==> src/rtl/psum_ctrl_pkg.sv <==
// Shared definitions for the partial-sum accumulation controller.
package psum_ctrl_pkg;

   typedef enum logic [2:0] {
      IDLE,
      INIT,
      ACCUM,
      FLUSH,
      DRAIN,
      FIN
   } state_t;

   localparam int unsigned FLUSH_LAT = 3;

endpackage

==> src/rtl/psum_ctrl.sv <==
// Partial-sum FIFO controller: zero-fills, accumulates passes per tile and drains the
// finished FIFO in ping-pong fashion while the next tile accumulates.
module psum_ctrl
   import psum_ctrl_pkg::*;
#(
   parameter int unsigned ROW_LEN = 16,
   parameter int unsigned PASS_W  = 8,
   parameter int unsigned TILE_W  = 16
) (
   input  logic              clk,
   input  logic              rst_n,
   input  logic              start,
   input  logic [PASS_W-1:0] cfg_passes,
   input  logic [TILE_W-1:0] cfg_tiles,
   input  logic              pe_valid,
   output logic              pe_ready,
   output logic              p_init,
   output logic              p_valid_data,
   output logic              p_write_zero,
   output logic              odd_cnt,
   output logic              busy,
   output logic              tile_done,
   output logic              done
);

   localparam int unsigned    CW       = (ROW_LEN > 1) ? $clog2(ROW_LEN) : 1;
   localparam logic [CW-1:0]  COL_LAST = CW'(ROW_LEN - 1);
   localparam logic [1:0]     FL_LAST  = 2'(FLUSH_LAT - 1);

   state_t              r_state, w_state_nxt;
   logic [CW-1:0]       r_col;
   logic [PASS_W-1:0]   r_pass, r_cfg_passes;
   logic [TILE_W-1:0]   r_tile, r_cfg_tiles;
   logic [1:0]          r_flush;
   logic                r_odd, r_tile_done, r_done;
   logic                r_drain_active;
   logic [CW-1:0]       r_drain_cnt;

   logic [PASS_W-1:0]   w_passes_m1;
   logic [TILE_W-1:0]   w_tiles_m1;
   logic                w_col_last, w_pass_last, w_tile_last, w_flush_end;
   logic                w_drain_last, w_tile_step;

   // A zero configuration behaves as one pass / one tile.
   assign w_passes_m1  = (r_cfg_passes == '0) ? '0 : r_cfg_passes - PASS_W'(1);
   assign w_tiles_m1   = (r_cfg_tiles  == '0) ? '0 : r_cfg_tiles  - TILE_W'(1);
   assign w_col_last   = (r_col == COL_LAST);
   assign w_pass_last  = (r_pass == w_passes_m1);
   assign w_tile_last  = (r_tile == w_tiles_m1);
   assign w_flush_end  = (r_flush == FL_LAST);
   assign w_drain_last = r_drain_active && (r_drain_cnt == COL_LAST);

   assign pe_ready     = (r_state == ACCUM);
   assign p_init       = (r_state == INIT);
   assign p_valid_data = pe_valid & pe_ready;
   assign p_write_zero = r_drain_active;
   assign odd_cnt      = r_odd;
   assign busy         = (r_state != IDLE);
   assign tile_done    = r_tile_done;
   assign done         = r_done;

   always_ff @(posedge clk or negedge rst_n) begin
      if (!rst_n) r_state <= IDLE;
      else        r_state <= w_state_nxt;
   end

   always_comb begin
      w_state_nxt = r_state;
      w_tile_step = 1'b0;
      case (r_state)
         IDLE:  if (start) w_state_nxt = INIT;
         INIT:  if (w_col_last) w_state_nxt = ACCUM;
         ACCUM: if (p_valid_data && w_col_last && w_pass_last) w_state_nxt = FLUSH;
         FLUSH: begin
            // A pending tile_done means the previous drain starts next cycle.
            if (w_flush_end && !r_drain_active && !r_tile_done) begin
               w_tile_step = 1'b1;
               w_state_nxt = w_tile_last ? DRAIN : ACCUM;
            end
         end
         DRAIN: if (w_drain_last) w_state_nxt = FIN;
         FIN:   w_state_nxt = IDLE;
         default: w_state_nxt = IDLE;
      endcase
   end

   always_ff @(posedge clk or negedge rst_n) begin
      if (!rst_n) begin
         r_cfg_passes <= '0;
         r_cfg_tiles  <= '0;
         r_col        <= '0;
         r_pass       <= '0;
         r_tile       <= '0;
         r_flush      <= '0;
         r_odd        <= 1'b0;
         r_tile_done  <= 1'b0;
         r_done       <= 1'b0;
      end else begin
         r_tile_done <= 1'b0;
         r_done      <= 1'b0;
         case (r_state)
            IDLE: begin
               if (start) begin
                  r_cfg_passes <= cfg_passes;
                  r_cfg_tiles  <= cfg_tiles;
                  r_col        <= '0;
                  r_pass       <= '0;
                  r_tile       <= '0;
                  r_flush      <= '0;
                  r_odd        <= 1'b0;
               end
            end
            INIT: r_col <= w_col_last ? '0 : r_col + CW'(1);
            ACCUM: begin
               r_flush <= '0;
               if (p_valid_data) begin
                  if (w_col_last) begin
                     r_col  <= '0;
                     r_pass <= w_pass_last ? '0 : r_pass + PASS_W'(1);
                  end else begin
                     r_col <= r_col + CW'(1);
                  end
               end
            end
            FLUSH: begin
               if (w_tile_step) begin
                  r_odd       <= ~r_odd;
                  r_tile_done <= 1'b1;
                  r_tile      <= w_tile_last ? '0 : r_tile + TILE_W'(1);
                  r_flush     <= '0;
               end else if (!w_flush_end) begin
                  r_flush <= r_flush + 2'd1;
               end
            end
            FIN: r_done <= 1'b1;
            default: ;
         endcase
      end
   end

   // Drain sequencer, launched by the tile_done pulse and free-running for one row.
   always_ff @(posedge clk or negedge rst_n) begin
      if (!rst_n) begin
         r_drain_active <= 1'b0;
         r_drain_cnt    <= '0;
      end else if (r_tile_done) begin
         r_drain_active <= 1'b1;
         r_drain_cnt    <= '0;
      end else if (r_drain_active) begin
         if (w_drain_last) begin
            r_drain_active <= 1'b0;
            r_drain_cnt    <= '0;
         end else begin
            r_drain_cnt <= r_drain_cnt + CW'(1);
         end
      end
   end

endmodule

==> config.mk <==
export PLATFORM = sky130hd
export DESIGN_NAME = psum_ctrl
export DESIGN_NICKNAME = d
export VERILOG_FILES = /design/src/rtl/psum_ctrl_pkg.sv /design/src/rtl/psum_ctrl.sv
export SDC_FILE = /design/constraint.sdc
export NUM_CORES = 1
export LEC_CHECK = 0
export BUFFER_PORTS_ARGS = -buffer_cell sky130_fd_sc_hd__buf_2
export CAP_MARGIN = 15
export CORE_MARGIN = 4
export CORE_UTILIZATION = 45
export CTS_BUF_LIST = sky130_fd_sc_hd__clkbuf_8
export DETAILED_ROUTE_END_ITERATION = 12
export GPL_TIMING_DRIVEN = 0
export HOLD_SLACK_MARGIN = 0.1
export PLACE_DENSITY = 0.75
export SLEW_MARGIN = 10
export SYNTH_ARGS = -nofsm -noshare
export SYNTH_HDL_FRONTEND = slang
export SYNTH_SLANG_ARGS = --single-unit
==> constraint.sdc <==
create_clock -name clk -period 2.7 [get_ports clk]
set_clock_uncertainty 0.05 [all_clocks]
set_input_delay 0.135 -clock clk [delete_from_list [all_inputs] [get_ports clk]]
set_output_delay 0.135 -clock clk [all_outputs]
set_load 0.02 [all_outputs]
# ---- After elaboration in Yosys (flattened, before gate mapping)
# Index checks and enable logic that the tools add are counted.
dict set report classes {
  eq_ne 19
  bitwise_logic 2
  n_reduce_logical 22
  mux 40
  add_sub_neg 7
}
# op count
set ops {}
lappend ops {{16-bit 2-to-1 mux} 4}
lappend ops {{8-bit 2-to-1 mux} 5}
lappend ops {{16-bit case mux with 2 select lines} 1}
lappend ops {{4-bit 2-to-1 mux} 6}
lappend ops {{3-bit 2-to-1 mux} 6}
lappend ops {{16-bit by 1-bit adder with 16-bit output, second input constant} 1}
lappend ops {{16-bit equality test} 1}
lappend ops {{16-bit zero test} 1}
lappend ops {{8-bit case mux with 2 select lines} 1}
lappend ops {{16-bit by 1-bit subtractor with 16-bit output, second input constant} 1}
lappend ops {{3-bit case mux with 5 select lines} 1}
lappend ops {{4-bit case mux with 3 select lines} 1}
lappend ops {{1-bit 2-to-1 mux} 10}
lappend ops {{3-bit AND reduction} 3}
lappend ops {{3-bit nonzero test} 3}
lappend ops {{4-bit by 1-bit adder with 4-bit output, second input constant} 2}
lappend ops {{8-bit by 1-bit adder with 8-bit output, second input constant} 1}
lappend ops {{4-bit equality test, second input constant} 2}
lappend ops {{8-bit equality test} 1}
lappend ops {{8-bit zero test} 1}
lappend ops {{2-bit by 1-bit != test with 1-bit output, second input constant} 4}
lappend ops {{2-bit != test, second input constant} 4}
lappend ops {{8-bit by 1-bit subtractor with 8-bit output, second input constant} 1}
lappend ops {{3-bit by 2-bit equality test with 1-bit output, second input constant} 2}
lappend ops {{17 further kinds} 27}
dict set report word_totals {
  elab_cells 102
  output_inout_bits 8
  register_bits 65
  input_bits 28
}

# ---- Logic depth before layout (Yosys ltp)
# Gate-level depths: netlist of run 1.
dict set report depth {
  depth_word 7
  ltp_mapped 12
  depth_no_buf 10
}

# ---- Least setup slack after synthesis of run 1
# No wires, ideal clock.
dict set report synth_timing {
  path_kind {register to register}
  start {register r_cfg_tiles[7]}
  end {register r_tile[12]}
  n_path_buf 3
  path_slack_ns -0.104
  required_ns 2.509
  t_arrival_ns 2.614
  setup_ns 0.141
  path_stages_with_launch 12
  period_less_slack_ns 2.804
  cell_sequence {dfrtp_1 buf_6 nor4_4 nand4_2 or3_1 a32o_1 a2111oi_4 and4_1 buf_6 and2_4 buf_12 nor4_2}
}
dict set report synth_via {
  elab_chain_cells 6
  elab_cells_between_ends 7
  cone_classes {add/sub: 1; eq/ne: 1; mux: 4; reduce/logical: 1}
}
# element line
set synth_rtl {}
lappend synth_rtl {{from (decl)} psum_ctrl.sv:33} ;# logic [TILE_W-1:0] r_tile, r_cfg_tiles;
lappend synth_rtl {{from (signal assigned)} psum_ctrl.sv:105} ;# r_cfg_tiles <= cfg_tiles;
lappend synth_rtl {{16-bit by 1-bit subtractor with 16-bit output / 16-bit zero test (equally long branches)} psum_ctrl.sv:46} ;# assign w_tiles_m1 = (r_cfg_tiles == '0) ? '0 : r_cfg_tiles - TILE_W'(1);
lappend synth_rtl {{16-bit 2-to-1 mux (*)} psum_ctrl.sv:46}
lappend synth_rtl {{16-bit equality test (*)} psum_ctrl.sv:49} ;# assign w_tile_last = (r_tile == w_tiles_m1);
lappend synth_rtl {{16-bit 2-to-1 mux (*)} psum_ctrl.sv:129} ;# r_tile <= w_tile_last ? '0 : r_tile + TILE_W'(1);
lappend synth_rtl {{16-bit 2-to-1 mux (*)} psum_ctrl.sv:126} ;# if (w_tile_step) begin
lappend synth_rtl {{16-bit case mux with 2 select lines (*)} psum_ctrl.sv:101} ;# case (r_state)
lappend synth_rtl {{to (signal assigned)} psum_ctrl.sv:129}
lappend synth_rtl {{to (decl)} psum_ctrl.sv:33}
# Mark *: on every way between the ends. The rest lies on a longest branch, timed or not. The select of a mux whose other input is x is not followed.
# A chain may end at the register's enable or synchronous reset.

# ---- Worst setup path in the final report of run 1
dict set report layout_timing {
  start {register r_cfg_tiles[2]}
  end {register r_tile[6]}
}
# Same word-level chain as after synthesis.

==> results of run 1 <==
## report_power, final
group / leakage [µW] / internal (µW) / switching (µW)
Combinational: 0.00134 / 290 / 340
Clock: 0.000105 / 501 / 401
Sequential: 0.000826 / 1050 / 105
Total: 0.00227 / 1840 / 847
## state kept, by name, summed over array words and instances (netlist names), 2 cells and up
| signal | cells |
|---|---|
| r_cfg_tiles | 16 |
| r_tile | 16 |
| r_flush | 2 |
| r_state | 3 |
| r_pass | 8 |
| r_cfg_passes | 8 |
| r_drain_cnt | 4 |
| r_col | 4 |
## final cells by class
cell class | count | area, µm² | share of cell area
Timing Repair Buffer | 78 | 584 | 0.107
Buffer | 22 | 121 | 0.0222
Inverter | 14 | 52.6 | 0.00959
Clock buffer | 12 | 165 | 0.0301
Multi-Input combinational cell | 364 | 2710 | 0.495
Clock inverter | 4 | 50.0 | 0.00913
Tap cell | 129 | 161 | 0.0295
Sequential cell | 65 | 1630 | 0.298
## worst paths after layout
path | to | slack, ns | cells after the start
worst max-delay path | r_tile[6]$_DFFE_PN0P_ | -0.19 | 12
worst min-delay path | r_state[0]$_DFFE_PN0P_ | 0.20 | 4
worst max register to register | r_tile[6]$_DFFE_PN0P_ | -0.19 | 12
worst min register to register | odd_cnt$_DFFE_PN0P_ | 0.49 | 1
max in group asynchronous | r_cfg_passes[0]$_DFFE_PN0P_ | 1.84 | 3
min in group asynchronous | r_cfg_tiles[12]$_DFFE_PN0P_ | 0.21 | 2
## worst max-delay path, cell delays in order (launching register included)
cell     delay, ns
dfrtp_2       0.43
nor4_4        0.35
buf_4         0.22
buf_4         0.12
and4_4        0.25
nor2_1        0.06
xor2_1        0.17
nor4_2        0.38
and4_1        0.27
buf_6         0.11
and2_4        0.14
buf_12        0.13
nor3_2        0.05
## cells in the mapped netlist, types with 5 or more instances
library cell / instances / area share
nand2_1: 34 / 0.030
clkbuf_1: 16 / 0.014
or4_1: 6 / 0.010
xor2_1: 13 / 0.026
nand3_1: 27 / 0.031
and3_1: 11 / 0.016
dfrtp_1: 65 / 0.38
nor2b_1: 14 / 0.020
mux2i_1: 5 / 0.012
mux2_2: 20 / 0.052
nor3_1: 9 / 0.010
inv_1: 14 / 0.012
a22o_1: 7 / 0.014
nor3_2: 9 / 0.021
o21ai_0: 35 / 0.041
nor4_1: 8 / 0.012
ha_1: 7 / 0.020
a21oi_1: 10 / 0.012
or3_1: 8 / 0.012
nand4_1: 5 / 0.0073
xnor2_1: 21 / 0.043
nor2_1: 35 / 0.031
## per-stage QoR
step	hold slack, ns	worst slack (ns)
2_1_floorplan	-0.211	-0.00653
6_report	0.196	-0.191
3_3_place_gp	0.290	-0.518
5_1_grt	0.219	-0.292
4_1_cts	0.175	-0.126
3_5_place_dp	0.0484	-0.551
## layer usage
metal | part of all wire | vias to the layer above
met5 | 0 | -
met4 | 0.019 | 0
met3 | 0.052 | 21
met2 | 0.50 | 118
met1 | 0.43 | 1950
li1 | - | 1898
## cells by family after synthesis
| logic type | synth area share |
|---|---|
| simple gates | 0.265 |
| flops | 0.378 |
| mux | 0.0640 |
| xor+xnor | 0.0693 |
| buf+inv | 0.0396 |
| fa+ha+maj | 0.0227 |
| compound gates | 0.161 |
## what timing repair did
item                                    in CTS  in global routing
setup buffers                                8                  8
pin swaps                                    2                 12
hold buffers                                25                  0
resized for setup                           21                 37
endpoints found under the setup margin      27                 25
cloned                                       0                  1
endpoints found under the hold margin       89                  0
==> metrics.yaml, run 1 <==
die:
  rows: 35
  die_w_um: 106
  initial_utilization: 0.463
  io_pins: 36
  dieArea_mm2: 0.0112
  dieHeight_um: 106
  design.core.area_mm2: 0.00928
worst_setup_path:
  r2r-start: "r_cfg_tiles[2]$_DFFE_PN0P_"
  setup.worst_path.end_class: "register"
  cp_max_fo: 10
  crit_arrival_ns: 3.04
  crit_path_start_kind: "register"
  startpoint: "r_cfg_tiles[2]$_DFFE_PN0P_"
  crit_type: "reg -> reg"
  critPathRequiredTime_ns: 2.85
clock_network:
  cts-root-buf: "clkbuf_8"
  htree_levels: 3
  cts_tree: "yes"
  cts_buffers: 9
  clkSlewWorstSetupHoldPaths_ns: 0.08
  clock-sinks: 65
  insertion_delay_ns: 0.35
  clk_path_buf_depth: 2
timing:
  hold_viol: 0
  slew_violations: 0
  fin_setup_tns_ns: -2.45
  worstMarginPinSlew_ns: 0.748
  min_period_ns: 2.89
  finalCritPeriodShare: 1.07
  max_freq_mhz: 346
  setup_slack_ns: -0.191
  finalSetupViolCount: 17
  rsz0062_at_grt: "true"
  relSlewSlack: 0.501
detailed_routing:
  wirelength_um: 11000
  viasPerCell: 5.80
  wire_per_inst_um: 15.9
  drtIter0Drc: 274
  postRouteAntennaNets: 0
  drtPass1Iterations: 5
  detail_route.drc_violations: 0
  vias: 3987
yosys:
  synth_seq_cells: 65
  syn_avg_cell_area_um2: 9.24
  yosys_warnings: 0
  async_flop_share: 1.00
  synth_edf_count: 0
  yosysSeqAreaShare: 0.378
  synth_ff_type: "dfrtp_1"
  netlist-cell-type-count: 64
  syn-num-nets: 500
  synthesis.area_mm2: 0.00430
  synthCells: 465
grt:
  top_usage_layer: "met2"
  grt_pass1_wl_um: 18200
  grt_pass1_vias: 3897
  grtUsageMet3: 0.0533
  grt_antenna_before_repair: 0
  overflow: 0
  gr-usage-met2: 0.333
  grt_util_met1: 0.255
  grt_max_degree: 36
  track_usage: 0.198
power_and_ir_drop:
  power_uw: 2690
  peakVddDrop_mv: 0.478
  power_density_mw_per_mm2: 491
  p_leak_uw: 0.00227
hold_path:
  hp-class: "in -> reg"
  min-delay-start: "pe_valid"
final_layout:
  final_core_util: 0.590
  antenna_cells: 0
  design_area_mm2: 0.00548
  mostFrequentLayoutCell: "dfrtp_1"
  area_delta_synth_final_pct: 27.5
  final_cell_mix: "60 x dfrtp_1, 35 x buf_2, 33 x nand2_1"
  fill_cells: 817
  nNetsFinal: 589
  fin_cells: 688
  drive_gt1_frac: 0.267
placed_design:
  gp_congestion: 0.892
  placed_cells: 630
  portBuffers: 35
  postPlaceCellArea_mm2: 0.00466
  place_hpwl_um: 7320
outcome:
  violations: "negative setup slack"
  outcome: "finished, violations left"
job:
  max_cap_viol_count: 0
No activity file was read; power rests on OpenSTA's default activity.
==> run 2, diff against run 1 <==
CORE_UTILIZATION = 56   (was 45)
PLACE_DENSITY = 0.88   (was 0.75)
==> run 2 against run 1 <==
The run still ends with negative setup slack left. Non-clock buffer count rose by 4. Cell area barely moved. Global-route usage rose by 8.1 points. Routed wire length rose by 19%. Worst setup slack got worse by 0.090 ns. Critical path type unchanged. Critical endpoint is now r_tile[5]$_DFFE_PN0P_. Largest power group unchanged. Highest routed layer unchanged.
==> metrics.yaml, run 2 (synthesis results as in run 1) <==
final_layout:
  design_area_mm2: 0.00548  # about the same
  area_delta_synth_final_pct: 27.5  # about the same
  fill_cells: 461  # was 817
  drive_gt1_frac: 0.285  # was 0.267
  antenna_cells: 0  # unchanged
  final_core_util: 0.744  # was 0.590
  multi_input_area_mm2: 0.00273  # was 0.00271 mm²
  final_cell_mix: "57 x dfrtp_1, 34 x nand2_1, 34 x buf_2"  # was 60 x dfrtp_1, 35 x buf_2, 33 x nand2_1
  seq_area_mm2: 0.00164  # was 0.00163 mm²
  mostFrequentLayoutCell: "dfrtp_1"  # unchanged
  reg_top3: "r_cfg_tiles x16, r_tile x16"  # unchanged
  nNetsFinal: 594  # was 589
worst_setup_path:
  crit_type: "reg -> reg"  # unchanged
  crit_arrival_ns: 3.15  # was 3.04 ns
  setup.worst_path.end_class: "register"  # unchanged
  r2r-start: "r_cfg_tiles[6]$_DFFE_PN0P_"  # was r_cfg_tiles[2]$_DFFE_PN0P_
  crit_path_start_kind: "register"  # unchanged
  startpoint: "r_cfg_tiles[6]$_DFFE_PN0P_"  # was r_cfg_tiles[2]$_DFFE_PN0P_
  critPathRequiredTime_ns: 2.87  # was 2.85 ns
  r2r_slack_ns: -0.28  # was -0.19 ns
  cp_max_fo: 5  # was 10
power_and_ir_drop:
  p_clk_frac: 0.326  # was 0.335
  p_leak_uw: 0.00225  # was 0.00227 µW
  power_density_mw_per_mm2: 499  # was 491 mW/mm²
  p_comb_frac: 0.247  # was 0.234
  intPower_uw: 1810  # was 1840 µW
  peakVddDrop_mv: 0.470  # was 0.478 mV
  switching_share: 0.338  # was 0.315
  seqPwrFrac: 0.427  # was 0.430
  switchingPower_uw: 925  # was 847 µW
die:
  initial_utilization: 0.583  # was 0.463
  dieArea_mm2: 0.00914  # was 0.0112 mm²
  dieHeight_um: 95.6  # was 106 µm
  io_pins: 36  # unchanged
  design.core.area_mm2: 0.00737  # was 0.00928 mm²
  die_w_um: 95.6  # was 106 µm
  rows: 31  # was 35
detailed_routing:
  vias: 4336  # was 3987
  drtPass1Iterations: 6  # was 5
  detail_route.drc_violations: 0  # unchanged
  wire_per_inst_um: 19.7  # was 15.9 µm
  postRouteAntennaNets: 0  # unchanged
  wirelength_um: 13100  # was 11000 µm
  viasPerCell: 6.54  # was 5.80
  drtIter0Drc: 541  # was 274
outcome:
  violations: "negative setup slack"  # unchanged
  outcome: "finished, violations left"  # unchanged
clock_network:
  cts_buffers: 9  # unchanged
  clock-sinks: 65  # unchanged
  cts-root-buf: "clkbuf_8"  # unchanged
  clkSlewWorstSetupHoldPaths_ns: 0.09  # was 0.08 ns
  insertion_delay_ns: 0.37  # was 0.35 ns
  cts_tree: "yes"  # unchanged
  htree_levels: 3  # unchanged
  clk_path_buf_depth: 2  # unchanged
job:
  max_cap_viol_count: 0  # unchanged
timing:
  min_period_ns: 2.98  # was 2.89 ns
  worstMarginPinSlew_ns: 0.841  # was 0.748 ns
  hold_viol: 0  # unchanged
  max_freq_mhz: 335  # was 346 MHz
  rsz0062_at_grt: "true"  # unchanged
  finalSetupViolCount: 21  # was 17
  slew_violations: 0  # unchanged
  setup_slack_ns: -0.281  # was -0.191 ns
  relSlewSlack: 0.439  # was 0.501
  finalCritPeriodShare: 1.10  # was 1.07
grt:
  grt_max_degree: 66  # was 36
  overflow: 0  # unchanged
  grt_antenna_before_repair: 0  # unchanged
  grt_pass1_vias: 4297  # was 3897
  grt_pass1_wl_um: 19900  # was 18200 µm
  track_usage: 0.279  # was 0.198
placed_design:
  postPlaceCellArea_mm2: 0.00460  # was 0.00466 mm²
  gp_congestion: 0.964  # was 0.892
  portBuffers: 35  # unchanged
  place_hpwl_um: 7050  # was 7320 µm
hold_path:
  hp-class: "in -> reg"  # unchanged
  min-delay-start: "start"  # was pe_valid
[run 2: layout make-up]
cell class	count	share of cell area
Tap cell	99	0.0226
Timing Repair Buffer	84	0.118
Buffer	20	0.0171
Inverter	14	0.00959
Clock buffer	10	0.0251
Multi-Input combinational cell	365	0.497
Clock inverter	6	0.0121
Sequential cell	65	0.299
[run 2: final timing paths]
kind                                               end  cells past startpoint
max                              r_tile[5]$_DFFE_PN0P_                     12
min                             r_flush[1]$_DFFE_PN0P_                      4
max reg2reg                      r_tile[5]$_DFFE_PN0P_                     12
min reg2reg                     r_flush[1]$_DFFE_PN0P_                      2
max in group asynchronous  r_cfg_passes[3]$_DFFE_PN0P_                      2
min in group asynchronous   r_cfg_tiles[8]$_DFFE_PN0P_                      2
[run 2: metal layers]
layer,up-vias,track usage,part of all wire
li1,1915,-,-
met4,0,0.174,0.066
met5,-,0,0
met3,91,0.0458,0.071
met1,2056,0.330,0.37
met2,274,0.469,0.49
[run 2: per-stage QoR]
step / worst slack [ns] / cells / hold WS [ns] / total power (µW) / TNS (ns)
6_report: -0.281 / 663 / 0.171 / 2740 / -3.34
5_1_grt: -0.331 / 663 / 0.194 / 2860 / -5.73
4_1_cts: -0.114 / 653 / 0.161 / 2640 / -1.23
3_5_place_dp: -0.569 / 599 / 0.237 / 1700 / -10.64
3_3_place_gp: -0.427 / 599 / 0.287 / 1660 / -8.05
2_1_floorplan: -0.00653 / 465 / -0.211 / 1540 / -0.0453
[run 2: worst max-delay path, cell delays in order (launching register included)]
cell      delay (ns)
dfrtp_2         0.45
nor4_4          0.32
buf_4           0.19
buf_6           0.11
buf_12          0.10
buf_6           0.09
nand4_1         0.18
xor2_2          0.23
o221ai_2        0.14
nor4_4          0.27
nand3_1         0.22
a41oi_1         0.32
o21ai_0         0.18
[run 2: what timing repair did]
item,4_1_cts,5_1_grt
pin swaps,16,9
gates cloned,1,0
gates resized for setup,22,41
buffers inserted,14,10
endpoints found under the hold margin,89,0
hold buffers,25,0
endpoints found under the setup margin,27,25
[run 2: power groups by stage]
stage / sequential (µW) / combinational [µW] / clock, µW
final: 1170 / 677 / 891
after global routing: 1180 / 743 / 939
after detailed placement: 1170 / 525 / 0
after floorplan: 1140 / 395 / 0
after global placement: 1160 / 497 / 0
after CTS: 1160 / 601 / 888
